`src/rtl/cxs_tx_link_ctrl_pkg.sv`:
```
// Shared definitions for the CXS TX link controller: link-state encodings,
// credit-counter width and the odd-parity helper used for all check bits.
package cxs_tx_link_ctrl_pkg;

    typedef enum logic [1:0] {
        CXS_LS_STOP       = 2'd0,
        CXS_LS_ACTIVATE   = 2'd1,
        CXS_LS_RUN        = 2'd2,
        CXS_LS_DEACTIVATE = 2'd3
    } cxs_link_state_e;

    // Widest field ever passed to the parity helper; narrower fields are
    // zero-extended, which leaves their parity unchanged.
    localparam int CXS_PAR_MAX_W = 1024;

    function automatic int cxs_credit_width(input int max_credits);
        return $clog2(max_credits + 1);
    endfunction

    function automatic logic cxs_odd_parity(input logic [CXS_PAR_MAX_W-1:0] v);
        return ~^v;
    endfunction

endpackage

```
`src/rtl/cxs_tx_link_ctrl_chk_gen.sv`:
```
// Parametrised odd-parity generator: one check bit per GRP_W-bit group.
// Used with GRP_W=8 for flit data and GRP_W=WIDTH for the control field.
module cxs_chk_gen
    import cxs_tx_link_ctrl_pkg::*;
#(
    parameter int WIDTH = 256,
    parameter int GRP_W = 8
) (
    input  logic [WIDTH-1:0]       i_data,
    output logic [WIDTH/GRP_W-1:0] o_chk
);

    localparam int NGRP = WIDTH / GRP_W;

    generate
        for (genvar gi = 0; gi < NGRP; gi++) begin : g_grp
            assign o_chk[gi] = cxs_odd_parity(CXS_PAR_MAX_W'(i_data[gi*GRP_W +: GRP_W]));
        end
    endgenerate

endmodule

```
`src/rtl/cxs_tx_link_ctrl.sv`:
```
// CXS transmit link-layer controller: activation handshake FSM, credit
// counter with return on deactivation, registered flit/check-bit outputs.
module cxs_tx_link_ctrl
    import cxs_tx_link_ctrl_pkg::*;
#(
    parameter int CXS_DATA_FLIT_WIDTH = 256,
    parameter int CXS_CNTL_WIDTH      = 14,
    parameter int CXS_DATACHECK       = 0,
    parameter int MAX_CREDITS         = 15,
    parameter int DEACT_HINT_EN       = 1
) (
    input  logic                                     clk,
    input  logic                                     rst,
    input  logic                                     link_en,
    input  logic                                     err_clr,
    input  logic [CXS_DATA_FLIT_WIDTH-1:0]           s_flit_data,
    input  logic [CXS_CNTL_WIDTH-1:0]                s_flit_cntl,
    input  logic                                     s_flit_valid,
    output logic                                     s_flit_ready,
    output logic                                     CXS_ACTIVE_REQ_TX,
    input  logic                                     CXS_ACTIVE_ACK_TX,
    input  logic                                     CXS_DEACT_HINT_TX,
    output logic [CXS_DATA_FLIT_WIDTH-1:0]           CXS_DATA_TX,
    output logic [CXS_CNTL_WIDTH-1:0]                CXS_CNTL_TX,
    output logic                                     CXS_VALID_TX,
    output logic [CXS_DATA_FLIT_WIDTH/8-1:0]         CXS_DATA_CHK_TX,
    output logic                                     CXS_CNTL_CHK_TX,
    output logic                                     CXS_VALID_CHK_TX,
    input  logic                                     CXS_CRDGNT_TX,
    input  logic                                     CXS_CRDGNT_CHK_TX,
    output logic                                     CXS_CRDRTN_TX,
    output logic                                     CXS_CRDRTN_CHK_TX,
    output logic [cxs_credit_width(MAX_CREDITS)-1:0] credit_cnt,
    output logic [1:0]                               link_state,
    output logic                                     prot_err,
    output logic                                     chk_err
);

    localparam int            CW      = cxs_credit_width(MAX_CREDITS);
    localparam int            DCW     = CXS_DATA_FLIT_WIDTH / 8;
    localparam logic [CW-1:0] MAX_CNT = CW'(MAX_CREDITS);
    localparam logic          CHK_ON  = (CXS_DATACHECK != 0);
    localparam logic          HINT_ON = (DEACT_HINT_EN != 0);

    cxs_link_state_e r_state;
    cxs_link_state_e w_state_next;
    logic            w_ack_fault;

    logic [CW-1:0]   r_credit_cnt;
    logic [CW-1:0]   w_credit_next;

    logic                           r_req;
    logic                           r_valid;
    logic [CXS_DATA_FLIT_WIDTH-1:0] r_data;
    logic [CXS_CNTL_WIDTH-1:0]      r_cntl;
    logic [DCW-1:0]                 r_data_chk;
    logic                           r_cntl_chk;
    logic                           r_valid_chk;
    logic                           r_rtn;
    logic                           r_rtn_chk;
    logic                           r_prot_err;
    logic                           r_chk_err;

    logic           w_req_next;
    logic           w_run;
    logic           w_deact;
    logic           w_accept;
    logic           w_rtn;
    logic           w_consume;
    logic           w_grant_ok;
    logic           w_grant_err;
    logic           w_prot_set;
    logic           w_chk_set;
    logic [DCW-1:0] w_data_chk_raw;
    logic [0:0]     w_cntl_chk_raw;
    logic [DCW-1:0] w_data_chk;
    logic           w_cntl_chk;
    logic           w_valid_chk;
    logic           w_rtn_chk;

    // ---------------- FSM: state register ----------------
    always_ff @(posedge clk or posedge rst) begin
        if (rst) begin
            r_state <= CXS_LS_STOP;
        end else begin
            r_state <= w_state_next;
        end
    end

    // ---------------- FSM: next state ----------------
    // ACK dropping while REQ is still high (RUN), or while credits are still
    // held (DEACTIVATE), is a protocol fault that discards all credits.
    always_comb begin
        w_state_next = r_state;
        w_ack_fault  = 1'b0;
        case (r_state)
            CXS_LS_STOP: begin
                if (link_en) w_state_next = CXS_LS_ACTIVATE;
            end
            CXS_LS_ACTIVATE: begin
                if (CXS_ACTIVE_ACK_TX) w_state_next = CXS_LS_RUN;
            end
            CXS_LS_RUN: begin
                if (!CXS_ACTIVE_ACK_TX) begin
                    w_state_next = CXS_LS_STOP;
                    w_ack_fault  = 1'b1;
                end else if (!link_en || (HINT_ON && CXS_DEACT_HINT_TX)) begin
                    w_state_next = CXS_LS_DEACTIVATE;
                end
            end
            CXS_LS_DEACTIVATE: begin
                if (!CXS_ACTIVE_ACK_TX) begin
                    w_state_next = CXS_LS_STOP;
                    w_ack_fault  = (r_credit_cnt != '0);
                end
            end
        endcase
    end

    // ---------------- FSM: outputs ----------------
    always_comb begin
        w_run        = (r_state == CXS_LS_RUN);
        w_deact      = (r_state == CXS_LS_DEACTIVATE);
        w_req_next   = (w_state_next == CXS_LS_ACTIVATE) || (w_state_next == CXS_LS_RUN);
        s_flit_ready = w_run && (r_credit_cnt != '0);
        link_state   = r_state;
    end

    // ---------------- Credit accounting ----------------
    // A return needs ACK still high; on an ACK-fault cycle credits are
    // discarded instead of returned.
    assign w_accept    = s_flit_valid && s_flit_ready;
    assign w_rtn       = w_deact && (r_credit_cnt != '0) && CXS_ACTIVE_ACK_TX;
    assign w_consume   = w_accept || w_rtn;
    assign w_grant_err = CXS_CRDGNT_TX && ((r_state == CXS_LS_STOP) || (r_credit_cnt == MAX_CNT));
    assign w_grant_ok  = CXS_CRDGNT_TX && !w_grant_err;
    assign w_prot_set  = w_grant_err || w_ack_fault;
    assign w_chk_set   = CHK_ON &&
                         (CXS_CRDGNT_CHK_TX != cxs_odd_parity(CXS_PAR_MAX_W'(CXS_CRDGNT_TX)));

    always_comb begin
        w_credit_next = r_credit_cnt;
        if (w_ack_fault) begin
            w_credit_next = '0;
        end else if (w_grant_ok && !w_consume) begin
            w_credit_next = r_credit_cnt + 1'b1;
        end else if (!w_grant_ok && w_consume) begin
            w_credit_next = r_credit_cnt - 1'b1;
        end
    end

    always_ff @(posedge clk or posedge rst) begin
        if (rst) begin
            r_credit_cnt <= '0;
        end else begin
            r_credit_cnt <= w_credit_next;
        end
    end

    // A new error in the same cycle as err_clr takes priority.
    always_ff @(posedge clk or posedge rst) begin
        if (rst) begin
            r_prot_err <= 1'b0;
            r_chk_err  <= 1'b0;
        end else begin
            if (w_prot_set) begin
                r_prot_err <= 1'b1;
            end else if (err_clr) begin
                r_prot_err <= 1'b0;
            end
            if (w_chk_set) begin
                r_chk_err <= 1'b1;
            end else if (err_clr) begin
                r_chk_err <= 1'b0;
            end
        end
    end

    // ---------------- Check-bit generation ----------------
    cxs_chk_gen #(
        .WIDTH (CXS_DATA_FLIT_WIDTH),
        .GRP_W (8)
    ) u_data_chk (
        .i_data (s_flit_data),
        .o_chk  (w_data_chk_raw)
    );

    cxs_chk_gen #(
        .WIDTH (CXS_CNTL_WIDTH),
        .GRP_W (CXS_CNTL_WIDTH)
    ) u_cntl_chk (
        .i_data (s_flit_cntl),
        .o_chk  (w_cntl_chk_raw)
    );

    assign w_data_chk  = CHK_ON ? w_data_chk_raw : '0;
    assign w_cntl_chk  = CHK_ON && w_cntl_chk_raw[0];
    assign w_valid_chk = CHK_ON && cxs_odd_parity(CXS_PAR_MAX_W'(w_accept));
    assign w_rtn_chk   = CHK_ON && cxs_odd_parity(CXS_PAR_MAX_W'(w_rtn));

    // ---------------- Output register stage ----------------
    // Data, control and their check bits only load on an accepted flit so
    // they hold their last value while VALID is low.
    always_ff @(posedge clk or posedge rst) begin
        if (rst) begin
            r_req       <= 1'b0;
            r_valid     <= 1'b0;
            r_valid_chk <= 1'b0;
            r_rtn       <= 1'b0;
            r_rtn_chk   <= 1'b0;
            r_data      <= '0;
            r_cntl      <= '0;
            r_data_chk  <= '0;
            r_cntl_chk  <= 1'b0;
        end else begin
            r_req       <= w_req_next;
            r_valid     <= w_accept;
            r_valid_chk <= w_valid_chk;
            r_rtn       <= w_rtn;
            r_rtn_chk   <= w_rtn_chk;
            if (w_accept) begin
                r_data     <= s_flit_data;
                r_cntl     <= s_flit_cntl;
                r_data_chk <= w_data_chk;
                r_cntl_chk <= w_cntl_chk;
            end
        end
    end

    assign CXS_ACTIVE_REQ_TX = r_req;
    assign CXS_VALID_TX      = r_valid;
    assign CXS_DATA_TX       = r_data;
    assign CXS_CNTL_TX       = r_cntl;
    assign CXS_DATA_CHK_TX   = r_data_chk;
    assign CXS_CNTL_CHK_TX   = r_cntl_chk;
    assign CXS_VALID_CHK_TX  = r_valid_chk;
    assign CXS_CRDRTN_TX     = r_rtn;
    assign CXS_CRDRTN_CHK_TX = r_rtn_chk;
    assign credit_cnt        = r_credit_cnt;
    assign prot_err          = r_prot_err;
    assign chk_err           = r_chk_err;

endmodule

```
`config.mk`:
```
export PLATFORM = sky130hd
export DESIGN_NAME = cxs_tx_link_ctrl
export DESIGN_NICKNAME = d
export VERILOG_FILES = /design/src/rtl/cxs_tx_link_ctrl_pkg.sv /design/src/rtl/cxs_tx_link_ctrl_chk_gen.sv /design/src/rtl/cxs_tx_link_ctrl.sv
export SDC_FILE = /design/constraint.sdc
export NUM_CORES = 1
export LEC_CHECK = 0
export BUFFER_PORTS_ARGS = -buffer_cell sky130_fd_sc_hd__buf_2
export CAP_MARGIN = 15
export CORE_AREA = 5 5 228 230
export DETAILED_ROUTE_END_ITERATION = 10
export DIE_AREA = 0 0 233 235
export HOLD_SLACK_MARGIN = 0.02
export PLACE_DENSITY = 0.47
export SYNTH_ARGS = -nofsm -noshare
export SYNTH_HDL_FRONTEND = slang
export SYNTH_SLANG_ARGS = --single-unit
```
`constraint.sdc`:
```
create_clock -name clk -period 12.6 [get_ports clk]
set_input_delay 2.52 -clock clk [delete_from_list [all_inputs] [get_ports clk]]
set_output_delay 2.52 -clock clk [all_outputs]
set_load 0.02 [all_outputs]
```
==> results.sh <==
export IMPL_syn_to_final_growth_pct=40.8
export IMPL_grt_max_degree=112
export IMPL_path_max_fanout=63
export IMPL_cp_required_ns=12.99
export IMPL_clockBufferDepth=3
export IMPL_peakVddDrop_mv=0.106
export IMPL_ys_ff_latch=280
export IMPL_synth_area_leader_cell="dfrtp_1"
export IMPL_cp_arrival_ns=5.57
export IMPL_grt_pass1_vias=8094
export IMPL_synth_flop_cell="dfrtp_1"
export IMPL_period_share=0.411
export IMPL_status="complete, no violations"
export IMPL_wire_per_inst_um=16.6
export IMPL_gr_usage_all_layers=0.112
export IMPL_dr_pass1_iters=4
export IMPL_netlist_area_um2=10900
export IMPL_fmax_ghz=0.193
export IMPL_worstMarginPinSlew_ns=1.06
export IMPL_worst_path_most_repeated_cell="buf_4"
export IMPL_rsz0062_at_grt="no"
export IMPL_setup_tns_final_ns=0
export IMPL_drtIter0Drc=145
export IMPL_die_x_um=233
export IMPL_slowest_delay_ns=0.82
export IMPL_slew_violations=0
export IMPL_cp_end_kind="flip-flop"
export IMPL_cts_root_buf="clkbuf_16"
export IMPL_numCtsBuffers=34
export IMPL_min_period_ns=5.18
export IMPL_grt_overflow=0
export IMPL_clk_pin_slew_worst_paths_ns=0.05
export IMPL_layout_nets=1520
export IMPL_setup_viol=0
export IMPL_path_cells="buf_2 -> nand2b_1 -> nor2_4 -> buf_4 -> buf_4 -> mux2_1"
export IMPL_synth_warnings=0
export IMPL_synth_area_per_cell_um2=16.2
export IMPL_synthTopCellsByArea="dfrtp_1, mux2_1, mux2_2, buf_4, buf_2"
export IMPL_busiest_layer="met2"
export IMPL_async_flop_share=1.00
export IMPL_synthDistinctLibCells=31
export IMPL_grt_first_pass_wirelength_mm=48.4
export IMPL_grt_use_met1=0.118
export IMPL_yosys_top_cells_count="dfrtp_1, mux2_1, mux2_2"
export IMPL_cts_sinks=280
export IMPL_start_util=0.219
export IMPL_place_gp_congestion=0.750
export IMPL_core_um2=49700
export IMPL_slowest_stage="buf_4"
export IMPL_h_tree_depth=2
export IMPL_powerDensity_nw_per_um2=273
export IMPL_rows=82
export IMPL_fin_total_pwr_uw=4170
export IMPL_synth_most_common_cell="dfrtp_1"
export IMPL_port_buffers=558
export IMPL_clock_latency_ns=0.51
export IMPL_globalRouteMet3Util=0.0369
export IMPL_cts_tree="built"
export IMPL_cts_hold_buf=0
export IMPL_startpoint_type="input port"
export IMPL_drive_gt1_frac=0.553
export IMPL_seq_area_frac_synth=0.645
export IMPL_grt_use_met2=0.206
export IMPL_drc=0
export IMPL_maxSlewHeadroom=0.290
export IMPL_postRouteAntennaNets=0
export IMPL_die_area_um2=54800
export IMPL_hp_class="flip-flop to flip-flop"
export IMPL_postSynthCellCount=669
export IMPL_viasPerCell=3.85
export IMPL_hold_viol_final=0
export IMPL_cts_resized=0
export IMPL_vias=7440
export IMPL_fin_skew_ns=0.00838
export IMPL_io_pins=596
export IMPL_postCtsSetupBuffers=0
export IMPL_die_h_um=235
export IMPL_leakagePower_uw=0.00754
export IMPL_cap_violations=0
export IMPL_routed_wl_mm=32.2
export IMPL_synth_top_area_frac=0.645
export IMPL_antenna_found_initial=5
export IMPL_synth_edff_count=0
export IMPL_hpwl_mm=24.9
export IMPL_crit_type="input port to flip-flop"
[cell type report]
| type | instances | area, um^2 |
|---|---|---|
| Clock inverter | 3 | 42.5 |
| Antenna cell | 4 | 10.0 |
| Sequential cell | 280 | 7010 |
| Clock buffer | 52 | 1030 |
| Timing Repair Buffer | 565 | 2850 |
| Multi-Input combinational cell | 350 | 3480 |
| Fill cell | 5205 | 34400 |
| Inverter | 7 | 33.8 |
| Tap cell | 672 | 841 |
[worst max-delay path, delay by kind of cell]
family | cells | cell delay [ns]
mux | 1 | 0.39
buf+inv | 3 | 1.63
simple gates | 2 | 0.90
[state kept, by name, summed over array words and instances (netlist names)]
| signal | flops |
|---|---|
| CXS_CRDRTN_TX | 1 |
| prot_err | 1 |
| CXS_ACTIVE_REQ_TX | 1 |
| link_state | 2 |
| CXS_CNTL_TX | 14 |
| CXS_DATA_TX | 256 |
| credit_cnt | 4 |
| CXS_VALID_TX | 1 |
[layer usage]
metal	vias up	part of all wire
met2	297	0.53
met1	3677	0.36
li1	3415	-
met3	49	0.081
met5	-	0.00040
met4	2	0.026
[metrics by stage]
stage	instance area (um^2)	hold slack [ns]	worst slack, ns	utilization	cells
3_3_place_gp	14200	0.462	6.84	0.286	1874
6_report	15300	0.476	7.42	0.308	1933
2_1_floorplan	11000	0.606	2.36	-	704
4_1_cts	15300	0.482	7.40	0.308	1929
3_5_place_dp	14200	0.469	6.82	0.286	1874
5_1_grt	15300	0.485	7.20	0.308	1933
[cell families (layout without fill, tap and decap cells)]
group	after synthesis	after routing	synth area share
xor gates and xnor gates	2	2	0.00161
other	1	40	0.000345
DFF	280	280	0.645
muxes	271	271	0.281
buffers and inverters	74	627	0.0471
AOI/OAI and AO/OA	16	16	0.0104
and+or+nand+nor	22	22	0.0105
adders and majority gates	3	3	0.00415
[placed cells by master, fill, tap and decap left out, drive strengths merged, types with 2 or more instances in the layout]
cell    Yosys  final
buf        67    565
dfrtp     280    280
mux2      270    270
clkbuf      0     52
conb        1     36
inv         7      7
nor2        7      7
a21oi       6      6
o21ai       5      5
diode       0      4
nand3       3      3
nor3        3      3
nand2b      2      2
xnor2       2      2
ha          2      2
[path summary, 6_finish.rpt]
kind	slack, ns	cells after the start	endpoint	start
worst max-delay path	7.42	6	CXS_DATA_TX[211]$_DFFE_PP0P_	s_flit_valid
worst min-delay path	0.48	1	CXS_DATA_TX[99]$_DFFE_PP0P_	CXS_DATA_TX[99]$_DFFE_PP0P_
worst max register to register	8.82	5	CXS_DATA_TX[211]$_DFFE_PP0P_	link_state[1]$_DFF_PP0_
worst min register to register	0.48	1	CXS_DATA_TX[99]$_DFFE_PP0P_	CXS_DATA_TX[99]$_DFFE_PP0P_
max in group asynchronous	8.35	4	CXS_DATA_TX[66]$_DFFE_PP0P_	rst
min in group asynchronous	2.15	2	CXS_DATA_TX[148]$_DFFE_PP0P_	rst
[report_power, final]
group / internal [uW] / total [uW] / switching, uW
combinational: 635 / 1660 / 1030
sequential: 1350 / 1560 / 215
clock: 581 / 944 / 363
total: 2560 / 4170 / 1610
Note: power is estimated with default switching activity, not from simulation.
